$ cat config.mk
export PLATFORM = sky130hd
export DESIGN_NAME = shift_seq_ctrl_flat
export DESIGN_NICKNAME = d
export VERILOG_FILES = /design/src/rtl/shift_seq_ctrl_if.sv /design/src/rtl/shift_seq_ctrl.sv /design/src/flat_wrapper.sv
export SDC_FILE = /design/constraint.sdc
export NUM_CORES = 1
export LEC_CHECK = 0
export BUFFER_PORTS_ARGS = -buffer_cell sky130_fd_sc_hd__buf_4
export CAP_MARGIN = 0
export CORE_MARGIN = 2
export CORE_UTILIZATION = 57
export DETAILED_ROUTE_END_ITERATION = 16
export PLACE_DENSITY = 0.8
export SYNTH_ARGS = -nofsm -noshare
export SYNTH_HDL_FRONTEND = slang
export SYNTH_SLANG_ARGS = --single-unit
$ cat constraint.sdc
create_clock -name clk -period 3.35 [get_ports clk]
set_input_delay 0.67 -clock clk [delete_from_list [all_inputs] [get_ports clk]]
set_output_delay 0.67 -clock clk [all_outputs]
set_load 0.03 [all_outputs]
$ cat src/rtl/shift_seq_ctrl_if.sv
// Parallel word handshake into the shift sequencer: valid/data from upstream, ready back.
interface shift_seq_ctrl_if #(
   parameter int WIDTH = 4
);
   logic             in_valid;
   logic [WIDTH-1:0] in_data;
   logic             in_ready;

   modport master (output in_valid, output in_data, input  in_ready);
   modport slave  (input  in_valid, input  in_data, output in_ready);
endinterface

$ cat src/rtl/shift_seq_ctrl.sv
// Serialises one word LSB-first into an MSB-in right shift register (WIDTH shift cycles),
// then idles GAP cycles; done pulses the cycle after the last shift; in_ready only in IDLE.
module shift_seq_ctrl #(
   parameter int WIDTH = 4,
   parameter int GAP   = 1
) (
   input  logic                clk,
   input  logic                rst,
   shift_seq_ctrl_if.slave     up,
   input  logic                abort,
   output logic                sr_a,
   output logic                sr_shift_en,
   output logic                busy,
   output logic                done
);
   localparam int CW = $clog2(WIDTH) + 1;
   localparam logic [CW-1:0] LAST_BIT = CW'(WIDTH - 1);
   localparam logic [3:0]    GAP_LAST = 4'((GAP > 0) ? GAP - 1 : 0);

   typedef enum logic [1:0] {
      S_IDLE  = 2'd0,
      S_SHIFT = 2'd1,
      S_GAP   = 2'd2
   } state_t;

   state_t            state_q, state_d;
   logic [WIDTH-1:0]  hold_q, hold_d;
   logic [CW-1:0]     bitcnt_q, bitcnt_d;
   logic [3:0]        gapcnt_q, gapcnt_d;
   logic              done_q, done_d;
   logic              sr_a_q, sr_a_d;
   logic              sr_shift_en_q, sr_shift_en_d;
   logic              busy_q, busy_d;

   assign up.in_ready = (state_q == S_IDLE) && !abort;

   always_comb begin
      state_d  = state_q;
      hold_d   = hold_q;
      bitcnt_d = bitcnt_q;
      gapcnt_d = gapcnt_q;
      done_d   = 1'b0;

      case (state_q)
         S_IDLE: begin
            if (up.in_valid && !abort) begin
               hold_d   = up.in_data;
               bitcnt_d = '0;
               state_d  = S_SHIFT;
            end
         end
         S_SHIFT: begin
            if (abort) begin
               state_d  = S_IDLE;
               hold_d   = '0;
               bitcnt_d = '0;
               gapcnt_d = '0;
            end else begin
               hold_d   = hold_q >> 1;
               bitcnt_d = bitcnt_q + CW'(1);
               if (bitcnt_q == LAST_BIT) begin
                  done_d = 1'b1;
                  if (GAP > 0) begin
                     state_d  = S_GAP;
                     gapcnt_d = '0;
                  end else begin
                     state_d = S_IDLE;
                  end
               end
            end
         end
         S_GAP: begin
            if (abort) begin
               state_d  = S_IDLE;
               hold_d   = '0;
               bitcnt_d = '0;
               gapcnt_d = '0;
            end else begin
               gapcnt_d = gapcnt_q + 4'd1;
               if (gapcnt_q == GAP_LAST) state_d = S_IDLE;
            end
         end
         default: begin
            state_d  = S_IDLE;
            hold_d   = '0;
            bitcnt_d = '0;
            gapcnt_d = '0;
         end
      endcase

      // Outputs are registered copies of what the next state decodes to.
      sr_shift_en_d = (state_d == S_SHIFT);
      sr_a_d        = (state_d == S_SHIFT) && hold_d[0];
      busy_d        = (state_d != S_IDLE);
   end

   always_ff @(posedge clk) begin
      if (!rst) begin
         state_q       <= S_IDLE;
         hold_q        <= '0;
         bitcnt_q      <= '0;
         gapcnt_q      <= '0;
         done_q        <= 1'b0;
         sr_a_q        <= 1'b0;
         sr_shift_en_q <= 1'b0;
         busy_q        <= 1'b0;
      end else begin
         state_q       <= state_d;
         hold_q        <= hold_d;
         bitcnt_q      <= bitcnt_d;
         gapcnt_q      <= gapcnt_d;
         done_q        <= done_d;
         sr_a_q        <= sr_a_d;
         sr_shift_en_q <= sr_shift_en_d;
         busy_q        <= busy_d;
      end
   end

   assign sr_a        = sr_a_q;
   assign sr_shift_en = sr_shift_en_q;
   assign busy        = busy_q;
   assign done        = done_q;
endmodule

$ cat src/flat_wrapper.sv
// flat-port wrapper written by rule: the top's interface ports become plain ports
module shift_seq_ctrl_flat 
#(
   parameter int WIDTH = 4,
   parameter int GAP   = 1
)
  (clk, rst, abort, sr_a, sr_shift_en, busy, done, up_in_valid, up_in_data, up_in_ready);
  shift_seq_ctrl_if #(.WIDTH(WIDTH)) up_i ();
  input  logic clk;
  input  logic rst;
  input  logic abort;
  output logic sr_a;
  output logic sr_shift_en;
  output logic busy;
  output logic done;
  input wire logic [$bits(up_i.in_valid)-1:0] up_in_valid;
  input wire logic [$bits(up_i.in_data)-1:0] up_in_data;
  output wire logic [$bits(up_i.in_ready)-1:0] up_in_ready;
  assign up_i.in_valid = up_in_valid;
  assign up_i.in_data = up_in_data;
  assign up_in_ready = up_i.in_ready;
  shift_seq_ctrl #(.WIDTH(WIDTH), .GAP(GAP)) u_core (.clk(clk), .rst(rst), .up(up_i), .abort(abort), .sr_a(sr_a), .sr_shift_en(sr_shift_en), .busy(busy), .done(done));
endmodule
==> summary.txt <==
Global routing
  • Via count of the first global-routing pass: 663
  • Global-route total usage across every layer: 20.4%
  • Number of antenna violations at the first check in global routing: 0
  • Global-route wire length before repair: 2750 µm
  • Total global routing overflow: 0
  • Maximum number of pins on one net before global-route repair: 19

Pwr
  • Power Density: 386 nW/µm²
  • Post-layout power: 0.360 mW
  • Worst vdd ir: 197 µV
  • Cell leakage power: 0.419 nW

Yosys
  • Post-synth ARST share: 0%
  • Most common cell in the synthesized netlist: dfxtp_1
  • Sequential-to-total area share from yosys stat: 41.3%
  • Warnings from Yosys: 0
  • Post-synthesis cell area: 825 µm²
  • Dominant cell type by area after synthesis: dfxtp_1
  • Cells taking the most area after synthesis: dfxtp_1 41%, ha_1 6.1%, a21oi_1 4.9%, o21ai_0 4.9%, nand3_1 4.2%
  • Synth Register Bits: 17
  • Area share of the largest cell type after synthesis: 41.3%
  • Number of synthesized flops with an enable pin: 0
  • Cells after synthesis: 96
  • Post-synthesis net count: 108
  • Main flop type after synthesis: dfxtp_1
  • Ranking of synthesized cells by instance count: 17 x dfxtp_1, 8 x a21oi_1, 8 x o21ai_0
  • Average cell area after synthesis: 8.59 µm²
  • Library cells used by synthesis: 28

CTS
  • Later-pin clock latency in the skew report: 290 ps
  • TritonCTS Sinks: 17
  • Clock tree root buffer cell: clkbuf_4
  • # resized after CTS: 0
  • CTS H-tree lvls: 1
  • TritonCTS clock tree: yes
  • Clock buffer count from CTS: 3
  • Clock transition at the registers of the reported paths: 90 ps
  • Post-cts hold buffer count: 0
  • Deepest clock path buffer count: 2
  • Setup fix buffers added after clock tree synthesis: 0

Setup path
  • Crit path required time: 2680 ps
  • Crit path kind: in2out
  • Startpoint kind of the worst setup timing path: input pin
  • Cell depth of the worst flop-to-flop path: 5
  • Setup slack on the worst flop-to-flop path: 1720 ps
  • Reg-to-reg endpoint: u_core.gapcnt_q[0]$_SDFFE_PN0P_
  • CP startpoint: abort
  • Worst setup path endpoint: up_in_ready
  • Launch instance of the worst register-to-register path: u_core.bitcnt_q[0]$_SDFFE_PN0P_
  • Crit end category: output pin
  • Largest driver fanout on the critical path: 10
  • Data arrival time at the worst-slack endpoint: 1270 ps

Routing
  • Via density: 5.81
  • Remaining antenna violation count: 0
  • Remaining design rule violation count: 0
  • Starting DRT DRC Count: 9
  • Sum of routed wire length over all layers: 1690 µm
  • Number of search-and-repair iterations in the first detailed-routing pass: 4
  • Detailed-route via count: 715
  • Wire per inst: 13.7 µm

Timing
  • Maximum clock skew at final layout: 3.27 ps
  • Minimum clock period: 1940 ps
  • Pins over their slew limit: 0
  • Portion of the clock cycle consumed by the worst path in the final layout: 58.0%
  • Final setup fails: 0
  • Unrepaired setup endpoints after global routing: false
  • Setup TNS after final layout: 0 ps
  • Setup slack after layout: 1410 ps
  • Slew Limit Headroom: 63.1%
  • Worst Max-Slew Pin Slew: 553 ps
  • Highest attainable clock frequency: 0.515 GHz
  • Count of endpoints failing hold in the final timing report: 0

Min path
  • Hold WC Path Type: reg2reg
  • Startpoint of the lowest-slack hold path: u_core.hold_q[1]$_SDFFE_PN0P_

Die
  • Number of top-level pins: 13
  • Die Wd: 42.0 µm
  • Core Footprint: 1330 µm²
  • Vert. Die Dim: 42.0 µm
  • Starting utilization of the core area: 61.8%
  • Die outline area: 1770 µm²
  • Row cnt: 13

Cells and area
  • Utilization of the core after routing: 70.0%
  • Final net count: 121
  • Fraction of final layout cells sized beyond drive strength 1: 14.8%
  • Relative area change from synthesis to final layout: 13.2%
  • Post-Layout Cell Count: 123
  • N_diodes: 0

Place
  • Post-DP HPWL: 1180 µm
  • Place WS: 1400 ps
  • Routability Congestion: 0.773
  • Number of port buffers: 12
  • Cell count after placement: 119

Status
  • Run status: finished clean

Run
  • Max-cap violation count: 0
## logic make-up (layout without fill, tap and decap cells)
kind of cell / Yosys count / in the layout / synth area share [%]
flip-flops: 17 / 17 / 41.3
buffers and inverters: 12 / 24 / 6.83
AO/OA/AOI/OAI: 27 / 27 / 20.3
AND/OR/NAND/NOR: 36 / 36 / 25.5
adder cells (fa/ha/maj): 4 / 4 / 6.07
## flip-flops by register name, summed over array words and instances, names as in the netlist
signal	cells
u_core.hold_q	4
u_core.busy	1
u_core.bitcnt_q	3
u_core.sr_a	1
u_core.state_q	2
u_core.gapcnt_q	4
u_core.sr_shift_en	1
u_core.done	1
## power by group
| part | switching [mW] | internal, mW | leakage (nW) |
|---|---|---|---|
| registers | 0.00449 | 0.207 | 0.138 |
| logic | 0.0223 | 0.0171 | 0.266 |
| clock network | 0.0632 | 0.0463 | 0.0150 |
| total | 0.0900 | 0.270 | 0.419 |
## through the flow
stage | cell area [µm²] | hold WS [ps]
4_1_cts | 933 | 478
3_5_place_dp | 907 | 457
2_1_floorplan | 825 | 439
6_report | 933 | 470
5_1_grt | 933 | 507
3_3_place_gp | 907 | 448
## cell usage in the layout (no fill, tap or decap), types with 3 or more instances in the layout
master	n
buf_4	12
a21oi_1	8
and3b_1	3
nor2_1	6
and2_1	3
inv_1	7
a32oi_1	3
nor3_1	4
clkbuf_4	3
nand3_1	7
ha_1	4
dfxtp_1	17
o21ai_0	8
## metal layers
metal | routed length [µm] | vias up | GRT usage [%] | part of all wire [%]
met5 | 0 | - | 0 | 0
met4 | 29 | 0 | 10.0 | 1.7
met3 | 52 | 4 | 3.88 | 3.1
met2 | 865 | 13 | 36.9 | 51
met1 | 740 | 332 | 22.6 | 44
li1 | - | 366 | - | -
## final cells by class
class                      instances  area, µm²
sequential                        17        340
multi-input combinational         67        428
timing repair buffer              12       90.1
clock buffer                       4       26.3
fill                             121        400
inverter                           8       30.0
tap                               15       18.8
## how the worst min path moves through the flow
stage	to	slack (ps)	depth (start not counted)
after floorplan	u_core.hold_q[3]$_SDFFE_PN0P_	440	2
after detailed placement	u_core.hold_q[3]$_SDFFE_PN0P_	460	2
final	u_core.hold_q[1]$_SDFFE_PN0P_	470	2
after CTS	u_core.hold_q[1]$_SDFFE_PN0P_	480	2
after global routing	u_core.hold_q[1]$_SDFFE_PN0P_	510	2
after global placement	u_core.hold_q[3]$_SDFFE_PN0P_	450	2
## critical path: stages
cell and delay [ps]:
buf_4 150, nor3_1 240, buf_4 210
No activity file was read; power rests on OpenSTA's default activity.
